### config.mk
export PLATFORM = sky130hd
export DESIGN_NAME = rf_arbiter
export DESIGN_NICKNAME = d
export VERILOG_FILES = /design/src/rtl/rf_pkg.sv /design/src/rtl/rr_pick.sv /design/src/rtl/rf_arbiter.sv
export SDC_FILE = /design/constraint.sdc
export NUM_CORES = 1
export LEC_CHECK = 0
export BUFFER_PORTS_ARGS = -buffer_cell sky130_fd_sc_hd__buf_2
export CAP_MARGIN = 5
export CORE_MARGIN = 2
export CORE_UTILIZATION = 51
export CTS_CLUSTER_DIAMETER = 80
export CTS_CLUSTER_SIZE = 12
export DETAILED_ROUTE_END_ITERATION = 10
export PLACE_DENSITY = 0.87
export SLEW_MARGIN = 25
export SYNTH_ARGS = -nofsm -noshare
export SYNTH_HDL_FRONTEND = slang
export SYNTH_SLANG_ARGS = --single-unit
### constraint.sdc
create_clock -name clk -period 11.5 [get_ports clk]
set_input_delay 2.875 -clock clk [delete_from_list [all_inputs] [get_ports clk]]
set_output_delay 2.875 -clock clk [all_outputs]
set_load 0.02 [all_outputs]
### src/rtl/rf_pkg.sv
// Shared definitions for the register-file arbiter: access-type encoding and FSM states.
package rf_pkg;

    localparam logic RF_RD = 1'b0;
    localparam logic RF_WR = 1'b1;

    typedef enum logic {
        ST_ARB    = 1'b0,
        ST_LOCKED = 1'b1
    } state_t;

endpackage

### src/rtl/rr_pick.sv
// Combinational round-robin picker: first set request at or after ptr, wrapping at N-1.
module rr_pick #(
    parameter int N  = 4,
    parameter int PW = (N > 1) ? $clog2(N) : 1
) (
    input  logic [N-1:0]  req,
    input  logic [PW-1:0] ptr,
    output logic [N-1:0]  grant,
    output logic [PW-1:0] idx,
    output logic          found
);

    always_comb begin
        int c;
        grant = '0;
        idx   = '0;
        found = 1'b0;
        c     = 0;
        for (int k = 0; k < N; k++) begin
            // Explicit wrap so a non-power-of-two N never yields an out-of-range index.
            c = int'(ptr) + k;
            if (c >= N) c = c - N;
            if (!found && req[c]) begin
                grant[c] = 1'b1;
                idx      = PW'(c);
                found    = 1'b1;
            end
        end
    end

endmodule

### src/rtl/rf_arbiter.sv
// Round-robin arbiter sharing one single-port register file among NREQ requesters,
// with a lock that lets one requester hold the port across a multi-access sequence.
module rf_arbiter
    import rf_pkg::*;
#(
    parameter int NREQ  = 4,
    parameter int DW    = 8,
    parameter int DEPTH = 256,
    parameter int AW    = $clog2(DEPTH)
) (
    input  logic              clk,
    input  logic              rst,
    input  logic [NREQ-1:0]   req_valid,
    input  logic [NREQ-1:0]   req_we,
    input  logic [NREQ-1:0]   req_lock,
    input  logic [NREQ*AW-1:0] req_addr,
    input  logic [NREQ*DW-1:0] req_wdata,
    output logic [NREQ-1:0]   req_ready,
    output logic [NREQ-1:0]   rsp_valid,
    output logic [DW-1:0]     rsp_rdata,
    output logic              rf_we,
    output logic [AW-1:0]     rf_addr,
    output logic [DW-1:0]     rf_din,
    input  logic [DW-1:0]     rf_dout
);

    localparam int PW = $clog2(NREQ);

    state_t          state_q, state_d;
    logic [PW-1:0]   rr_ptr_q, rr_ptr_d;
    logic [PW-1:0]   owner_q, owner_d;

    logic [NREQ-1:0] cand;
    logic [PW-1:0]   pick_ptr;
    logic [NREQ-1:0] grant;
    logic [PW-1:0]   win;
    logic            found;
    logic            accept;

    logic            sel_we;
    logic            sel_lock;
    logic [AW-1:0]   sel_addr;
    logic [DW-1:0]   sel_wdata;

    logic [NREQ-1:0] rsp_vld_p1;
    logic [DW-1:0]   rsp_data_p1;

    // While locked, only the owner is a candidate; starting the search at the owner finds it directly.
    always_comb begin
        cand     = req_valid;
        pick_ptr = rr_ptr_q;
        if (state_q == ST_LOCKED) begin
            cand     = req_valid & (NREQ'(1) << owner_q);
            pick_ptr = owner_q;
        end
    end

    rr_pick #(
        .N  (NREQ),
        .PW (PW)
    ) u_pick (
        .req   (cand),
        .ptr   (pick_ptr),
        .grant (grant),
        .idx   (win),
        .found (found)
    );

    assign accept = found & ~rst;

    always_comb begin
        sel_we    = RF_RD;
        sel_lock  = 1'b0;
        sel_addr  = '0;
        sel_wdata = '0;
        for (int i = 0; i < NREQ; i++) begin
            if (grant[i]) begin
                sel_we    = req_we[i];
                sel_lock  = req_lock[i];
                sel_addr  = req_addr[i*AW +: AW];
                sel_wdata = req_wdata[i*DW +: DW];
            end
        end
    end

    // Stage p0: combinational grant and regfile drive in the accept cycle.
    assign req_ready = accept ? grant : '0;
    assign rf_we     = accept & (sel_we == RF_WR);
    assign rf_addr   = accept ? sel_addr : '0;
    assign rf_din    = accept ? sel_wdata : '0;

    always_comb begin
        state_d  = state_q;
        owner_d  = owner_q;
        rr_ptr_d = rr_ptr_q;
        if (accept) begin
            if (state_q == ST_ARB) begin
                rr_ptr_d = (win == PW'(NREQ - 1)) ? '0 : win + PW'(1);
                if (sel_lock) begin
                    state_d = ST_LOCKED;
                    owner_d = win;
                end
            end else if (!sel_lock) begin
                state_d = ST_ARB;
            end
        end
    end

    always_ff @(posedge clk) begin
        if (rst) begin
            state_q     <= ST_ARB;
            rr_ptr_q    <= '0;
            owner_q     <= '0;
            rsp_vld_p1  <= '0;
            rsp_data_p1 <= '0;
        end else begin
            state_q    <= state_d;
            rr_ptr_q   <= rr_ptr_d;
            owner_q    <= owner_d;
            rsp_vld_p1 <= req_ready;
            if (accept) begin
                rsp_data_p1 <= (sel_we == RF_RD) ? rf_dout : sel_wdata;
            end
        end
    end

    // Stage p1: registered response; a response pending when rst rises is suppressed.
    assign rsp_valid = rst ? '0 : rsp_vld_p1;
    assign rsp_rdata = rst ? '0 : rsp_data_p1;

endmodule

==> reports/qor.yml, run 1 <==
run_status: "completed"
antenna_found_initial: 0
power.density_cell_area_mw_per_mm2: 276
slew_violations: 0
critical_path.cell_chain: "buf_2 > mux2i_1 > o22ai_1 > o2bb2ai_2 > nand3_1 > and2_1 > a311oi_4 > nor2_1 > nor2_1 > buf_2"
crit_path_max_incr_delay_ns: 0.73
grt.overflow.total: 0
grt_first_pass_wirelength_um: 11700
antenna-diode-count: 0
max_slew_margin: 0.397
ys_types: 57
post-route-period-util: 0.769
routed_wire_length_per_instance_um: 16.2
syn_inst: 321
top_area_cell_type_share_of_the_netlist_area: 0.140
synth.yosys.seq_area_share: 0.140
cts_root_buffer: "sky130_fd_sc_hd__clkbuf_8"
ctsResizeCount: 0
timing.setup.tns_ns: 0
gpl.final_weighted_congestion: 0.941
cap_violations: 0
postCtsHoldBufs: 0
synth_top_area_cell: "sky130_fd_sc_hd__dfxtp_1"
hold_path.class: "reg -> reg"
final_area_sq_mm: 0.00297
place_area_sq_mm: 0.00292
cts_htree_levels: 1
fp.dieArea_sq_mm: 0.00533
synthesis.area_sq_mm: 0.00243
dr_vias: 2907
worst_slew_pin_slew_ns: 0.904
hp-start: "rsp_data_p1[5]"
post_cts_buffers: 0
hold_worst_slack_ns: 0.571
cts.sink_count: 17
synth_common_cells: "26 x sky130_fd_sc_hd__a21oi_1, 25 x sky130_fd_sc_hd__nor2_1, 23 x sky130_fd_sc_hd__nand2_1"
timing.final.hold_violations: 0
drt-pass1-iter-count: 5
placement.io_buffers: 118
synth_ff_type: "sky130_fd_sc_hd__dfxtp_1"
dp.final_hpwl_um: 5910
yosysWarningCount: 0
worst_ir_drop_vdd_mv: 0.182
design.core.area_sq_mm: 0.00466
critical_register_to_register_path_startpoint: "state_q"
drt_iter0_markers: 245
synth-seq-cells: 17
synth-edff-count: 0
layout.filler_cells: 418
final-setup-viol-count: 0
number_of_global_route_vias_before_repair: 2421
timing.reg2reg.worst_path_depth: 12
worstSetupPathType: "in -> out"
wirelength_um: 7560
drcViolationCount: 0
initial_core_util: 0.521
fmaxAchievable_mhz: 113
mean_instance_size_in_the_synthesized_netlist_sq_um: 7.56
rsz0062_at_grt: "no"
grt_start_max_net_pins: 29
chipWidth_um: 73.0
yosys-top-cells-area: "sky130_fd_sc_hd__dfxtp_1 14%, sky130_fd_sc_hd__a21oi_1 5.4%, sky130_fd_sc_hd__ha_1 4.1%, sky130_fd_sc_hd__and2_1 3.9%, sky130_fd_sc_hd__nor2_1 3.9%"
grtUsageTotal: 0.271
postSynth.asyncResetShare: 0
crit_required_ns: 8.63
fin_worst_skew_ns: 0.00361
numCtsBuffers: 3
worst_setup_hold_path_clk_slew_ns: 0.07
min_delay_path_depth: 3
cts_tree: "done"
power.static_leakage_nw: 1.35
critical_path.max_fanout: 20
min_to: "rsp_data_p1[5]"
total_nets_after_synthesis: 415
worst_setup_path_start_kind: "primary input"
final_layout_size_suffix_gt1_frac: 0.350
synthToLayoutAreaGrowth_pct: 22.4
crit-reg2reg-capture: "owner_q[1]"
timing.final.crit_period_ns: 8.84
layout.area.seq_sq_um: 340
worstSetupEndpointType: "output pin"
ios: 119
post-synth-top-count-cell: "sky130_fd_sc_hd__a21oi_1"
power_uw: 820
cp_slowest_cell: "sky130_fd_sc_hd__a311oi_4"
drt-vias-per-instance: 6.24
clk-insertion-delay-late_ns: 0.25
final_net_count: 507
placement_rows: 25
multi_input_area_sq_mm: 0.00188
die_y_um: 73.0
antenna_violating_nets_post_route: 0
worst-r2r-setup-slack_ns: 6.26
cts_buffer_depth: 2
cp_data_arrival_time_ns: 5.96
==> per-stage QoR <==
stage                      util  worst slack [ns]  cells
after floorplan               -              3.39    321
after global placement    0.626              2.89    462
after detailed placement  0.627              2.73    462
after CTS                 0.637              2.71    466
after global routing      0.637              2.30    466
final                     0.637              2.66    466
==> area by class of cell <==
| class | count | share of cell area |
|---|---|---|
| clock buffer | 3 | 0.0139 |
| clock inverter | 1 | 0.00168 |
| inverter | 7 | 0.00885 |
| multi-input combinational | 264 | 0.634 |
| sequential | 17 | 0.115 |
| tap | 54 | 0.0227 |
| timing repair buffer | 120 | 0.204 |
==> state kept, by name, summed over array words and instances (netlist names) <==
signal,flops
state_q,1
rr_ptr_q,2
rsp_data_p1,8
rsp_vld_p1,4
owner_q,2
==> worst max path at each step <==
stage                 startpoint          to  slack [ns]  cells after the start
floorplan           req_valid[1]  rf_addr[0]        3.39                      9
global placement    req_valid[1]       rf_we        2.89                     10
detailed placement  req_valid[3]       rf_we        2.73                     10
CTS                 req_valid[3]       rf_we        2.71                     10
global route        req_valid[3]       rf_we        2.30                     10
finish              req_valid[3]       rf_we        2.66                     10
==> worst max-delay path, delay by kind of cell <==
kind | cells | cell delay, ns
and+or+nand+nor | 4 | 1.15
AOI/OAI and AO/OA | 3 | 1.43
buffers and inverters | 2 | 0.36
muxes | 1 | 0.13
==> kinds of logic (layout without fill, tap and decap cells) <==
| family | Yosys count | count (layout) | synth area share |
|---|---|---|---|
| multiplexers | 14 | 14 | 0.0742 |
| XOR/XNOR | 1 | 1 | 0.00361 |
| flip-flops | 17 | 17 | 0.140 |
| buffers and inverters | 40 | 131 | 0.0856 |
| adder cells (fa/ha/maj) | 8 | 8 | 0.0412 |
| AO/OA/AOI/OAI | 133 | 133 | 0.426 |
| AND/OR/NAND/NOR | 108 | 108 | 0.229 |
==> metal layers <==
layer	GRT usage	routed length (um)	vias up
met2	0.416	3500	171
met5	0	0	-
met1	0.403	3280	1311
met4	0.0802	181	0
li1	-	-	1404
met3	0.0180	597	21
==> power breakdown <==
| part | internal (mW) | total, mW | switching [mW] |
|---|---|---|---|
| clock network | 0.0240 | 0.0441 | 0.0201 |
| registers | 0.0797 | 0.100 | 0.0207 |
| logic | 0.257 | 0.676 | 0.419 |
| total | 0.361 | 0.820 | 0.459 |
==> placed cells by master, fill, tap and decap left out, drive strengths merged, types with 10 or more instances in the layout <==
master,n
buf,120
a21oi,27
nor2,26
nand2,23
dfxtp,17
and2,15
nor2b,14
o21ai,14
o22ai,12
a21boi,11
a221oi,11
o21a,10
(Power assumes the default switching activity.)
==> run 2: changes to the inputs <==
CORE_UTILIZATION = 47   (was 51)
PLACE_DENSITY = 0.82   (was 0.87)
clock period = 8.94 ns   (was 11.5 ns; I/O delays follow)
==> reports/qor.yml, run 2 (same netlist as run 1, synthesis figures left out) <==
cts_buffer_depth: 2
routed_wire_length_per_instance_um: 15.8
placement.io_buffers: 118
worst_setup_hold_path_clk_slew_ns: 0.07
cp_data_arrival_time_ns: 5.33
run_status: "completed"
design.core.area_sq_mm: 0.00504
antenna-diode-count: 0
final_net_count: 507
fin_worst_skew_ns: 0.00660
die_y_um: 75.9
postCtsHoldBufs: 0
fp.dieArea_sq_mm: 0.00576
layout.filler_cells: 479
synthToLayoutAreaGrowth_pct: 23.2
wirelength_um: 7610
clk-insertion-delay-late_ns: 0.25
crit_required_ns: 6.71
slew_violations: 0
post-route-period-util: 0.846
grtUsageTotal: 0.252
worst_ir_drop_vdd_mv: 0.208
gpl.final_weighted_congestion: 0.923
power_mw: 1.06
layout_top_registers: "rsp_data_p1 x8, rsp_vld_p1 x4"
timing.final.crit_period_ns: 7.57
rsz0062_at_grt: "no"
dr_vias: 2875
cts_root_buffer: "sky130_fd_sc_hd__clkbuf_8"
timing.final.hold_violations: 0
drcViolationCount: 0
grt_start_max_net_pins: 29
final_area_sq_mm: 0.00299
cts_htree_levels: 1
worstSetupPathType: "in -> out"
drt_iter0_markers: 210
critical_path.max_fanout: 20
timing.reg2reg.worst_path_depth: 12
worst_slew_pin_slew_ns: 0.986
drt-pass1-iter-count: 5
numCtsBuffers: 3
stdcell_count: 482
number_of_cells_after_detailed_placement: 478
timing.setup.tns_ns: 0
final_layout_size_suffix_gt1_frac: 0.350
worstSetupEndpointType: "output pin"
fmaxAchievable_mhz: 132
cap_violations: 0
cts.sink_count: 17
antenna_found_initial: 0
post_cts_buffers: 0
ctsResizeCount: 0
cts_tree: "done"
ios: 119
min_delay_path_depth: 3
power.static_leakage_nw: 1.35
chipWidth_um: 75.9
dp.final_hpwl_um: 5880
antenna_violating_nets_post_route: 0
mostFrequentLayoutCell: "sky130_fd_sc_hd__buf_2"
power.density_cell_area_mw_per_mm2: 354
top_register: "rsp_data_p1"
initial_core_util: 0.481
hold_path.class: "reg -> reg"
place_area_sq_mm: 0.00294
commonest_non_fill_non_tap_cells_in_the_layout: "118 x sky130_fd_sc_hd__buf_2, 26 x sky130_fd_sc_hd__a21oi_1, 25 x sky130_fd_sc_hd__nor2_1"
grt_first_pass_wirelength_um: 11400
grt.overflow.total: 0
largest_reg_flops: 8
number_of_global_route_vias_before_repair: 2367
hold_worst_slack_ns: 0.572
max_slew_margin: 0.343
drt-vias-per-instance: 5.96
worst_setup_path_start_kind: "primary input"
placement_rows: 26
final-setup-viol-count: 0
==> run 2: cell counts in the layout (fill, tap and decap cells not counted) <==
Identical to the previous run, type by type.
==> run 2: report_power, final <==
part | leakage [nW] | switching, mW | total (mW) | internal (mW)
clock network | 0.0255 | 0.0269 | 0.0578 | 0.0309
registers | 0.140 | 0.0258 | 0.128 | 0.102
logic | 1.18 | 0.543 | 0.873 | 0.331
total | 1.35 | 0.595 | 1.06 | 0.464
==> run 2: final cells by class <==
| class | count | area [sq um] | share of cell area |
|---|---|---|---|
| clock inverters | 1 | 5.00 | 0.00167 |
| well taps | 70 | 87.6 | 0.0293 |
| flip-flops and latches | 17 | 340 | 0.114 |
| repair buffers | 120 | 606 | 0.203 |
| inverters | 7 | 26.3 | 0.00879 |
| clock buffers | 3 | 41.3 | 0.0138 |
| multi-input cells | 264 | 1880 | 0.630 |
==> run 2: path summary, 6_finish.rpt <==
check                 start        endpoint  slack [ns]
max            req_valid[3]           rf_we        1.37
min          rsp_data_p1[4]  rsp_data_p1[4]        0.57
max reg2reg         state_q      owner_q[1]        3.73
min reg2reg  rsp_data_p1[4]  rsp_data_p1[4]        0.57
==> run 2: per-stage QoR <==
step,utilization,setup slack (ns)
2_1_floorplan,-,2.11
6_report,0.593,1.37
5_1_grt,0.593,1.00
3_5_place_dp,0.584,1.47
3_3_place_gp,0.583,1.60
4_1_cts,0.593,1.45
==> run 2: per-layer routing <==
metal  share of wire  up-vias  wire, um  global-route usage
met5               0        -         0                   0
met4           0.017        0       126              0.0546
met3           0.074       14       564              0.0331
met2            0.46      143      3520               0.382
met1            0.45     1321      3400               0.378
li1                -     1397         -                   -
==> run 2: worst max-delay path, cell delays in order <==
cell and delay (ns):
sky130_fd_sc_hd__buf_2 0.19, sky130_fd_sc_hd__mux2i_1 0.13, sky130_fd_sc_hd__o22ai_1 0.38, sky130_fd_sc_hd__o2bb2ai_2 0.30
sky130_fd_sc_hd__nand3_1 0.42, sky130_fd_sc_hd__and2_1 0.56, sky130_fd_sc_hd__a311oi_4 0.71, sky130_fd_sc_hd__nor2_1 0.11
sky130_fd_sc_hd__nor2_1 0.11, sky130_fd_sc_hd__buf_2 0.17
==> run 3: changes to the inputs <==
CORE_UTILIZATION = 43   (was 47)
PLACE_DENSITY = 0.79   (was 0.82)
clock period = 6.1 ns   (was 8.94 ns; I/O delays follow)
==> reports/qor.yml, run 3 (same netlist as run 1, synthesis figures left out) <==
die_y_um: 79.1
worst-r2r-setup-slack_ns: 1.63
fp.dieArea_sq_mm: 0.00626
antenna_found_initial: 0
antenna-diode-count: 0
run_status: "completed"
design.core.area_sq_mm: 0.00547
cp_data_arrival_time_ns: 4.29
worst_ir_drop_vdd_mv: 0.227
cts_htree_levels: 1
timing.setup.tns_ns: 0
min_delay_path_depth: 3
cap_violations: 0
cts_tree: "done"
power.static_leakage_nw: 1.39
layout_top_registers: "rsp_data_p1 x8, rsp_vld_p1 x4"
antenna_violating_nets_post_route: 0
layout.filler_cells: 534
layout.area.seq_sq_um: 342
grt.overflow.total: 0
final_layout_size_suffix_gt1_frac: 0.368
worst_setup_hold_path_clk_slew_ns: 0.06
numCtsBuffers: 3
slew_violations: 0
critical_path.max_fanout: 12
placement_rows: 27
initial_core_util: 0.444
drt_iter0_markers: 223
fin_worst_skew_ns: 0.00483
power.density_cell_area_mw_per_mm2: 525
cts.sink_count: 17
postCtsHoldBufs: 0
final_net_count: 516
cts_root_buffer: "sky130_fd_sc_hd__clkbuf_8"
largest_reg_flops: 8
post-route-period-util: 0.954
hold_path.class: "reg -> reg"
routed_wire_length_per_instance_um: 16.3
number_of_global_route_vias_before_repair: 2580
rsz0062_at_grt: "no"
crit_required_ns: 4.58
grtUsageTotal: 0.243
wirelength_um: 8060
worstSetupPathType: "reg -> out"
dr_vias: 2973
top_register: "rsp_data_p1"
multi_input_area_sq_mm: 0.00188
drcViolationCount: 0
cts_buffer_depth: 2
final-setup-viol-count: 0
fmaxAchievable_mhz: 172
worstSetupStartpoint: "state_q"
timing.final.hold_violations: 0
gpl.final_weighted_congestion: 0.884
grt_start_max_net_pins: 29
chipWidth_um: 79.1
timing.reg2reg.worst_path_depth: 12
worstSetupEndpointType: "output pin"
drt-vias-per-instance: 6.03
clk-insertion-delay-late_ns: 0.25
synthToLayoutAreaGrowth_pct: 26.1
critical_register_to_register_path_startpoint: "state_q"
mostFrequentLayoutCell: "sky130_fd_sc_hd__buf_2"
dp.final_hpwl_um: 6130
grt_first_pass_wirelength_um: 12500
drt-pass1-iter-count: 5
hp-start: "rsp_data_p1[5]"
timing.final.crit_period_ns: 5.82
placement.io_buffers: 118
fin_util: 0.559
max_slew_margin: 0.367
worst_setup_path_start_kind: "flip-flop"
ios: 119
commonest_non_fill_non_tap_cells_in_the_layout: "118 x sky130_fd_sc_hd__buf_2, 26 x sky130_fd_sc_hd__a21oi_1, 24 x sky130_fd_sc_hd__nor2_1"
worst_slew_pin_slew_ns: 0.949
[run 3: area by class of cell]
| type | instances | area share |
|---|---|---|
| Multi-Input combinational cell | 264 | 0.615 |
| Timing Repair Buffer | 129 | 0.220 |
| Clock buffer | 3 | 0.0135 |
| Sequential cell | 17 | 0.112 |
| Tap cell | 72 | 0.0294 |
| Inverter | 7 | 0.00859 |
| Clock inverter | 1 | 0.00164 |
[run 3: worst paths after layout]
path	to
worst max-delay path	rf_addr[1]
worst max register to register	owner_q[1]
worst min register to register	rsp_data_p1[5]
worst min-delay path	rsp_data_p1[5]
[run 3: worst max-delay path, cell delays in order, from the launching register on]
cell,delay [ns]
sky130_fd_sc_hd__dfxtp_1,0.57
sky130_fd_sc_hd__nand2b_1,0.30
sky130_fd_sc_hd__a21boi_0,0.33
sky130_fd_sc_hd__ha_1,0.42
sky130_fd_sc_hd__and3b_1,0.25
sky130_fd_sc_hd__o21ai_1,0.29
sky130_fd_sc_hd__o41ai_4,0.21
sky130_fd_sc_hd__a221oi_1,0.44
sky130_fd_sc_hd__and2_1,0.48
sky130_fd_sc_hd__buf_4,0.27
sky130_fd_sc_hd__nor2_1,0.06
sky130_fd_sc_hd__o31ai_1,0.22
sky130_fd_sc_hd__buf_2,0.20
[run 3: repair_timing]
| action | CTS | global route |
|---|---|---|
| gates resized for setup | 0 | 3 |
| setup endpoints to repair | 0 | 8 |
| setup buffers | 0 | 1 |
[run 3: layer usage]
metal	wire [um]	global-route usage	part of all wire
met1	3490	0.337	0.43
met2	3670	0.379	0.46
met3	594	0.0261	0.074
met4	300	0.107	0.037
met5	0	0	0
[run 3: report_power, final]
group | switching [mW] | leakage, nW | internal (mW)
registers | 0.0359 | 0.141 | 0.151
clock network | 0.0361 | 0.0255 | 0.0452
logic | 0.814 | 1.22 | 0.525
total | 0.886 | 1.39 | 0.722
[run 3: through the flow]
step	total power, mW	area (sq um)	hold slack, ns	setup WS (ns)	std cells
after detailed placement	1.48	3000	0.568	0.273	488
after global routing	1.73	3060	0.599	0.0337	493
final	1.61	3060	0.575	0.281	493
after CTS	1.57	3050	0.578	0.150	492
after global placement	1.46	3000	0.553	0.411	488
after floorplan	1.19	2430	0.521	0.690	321
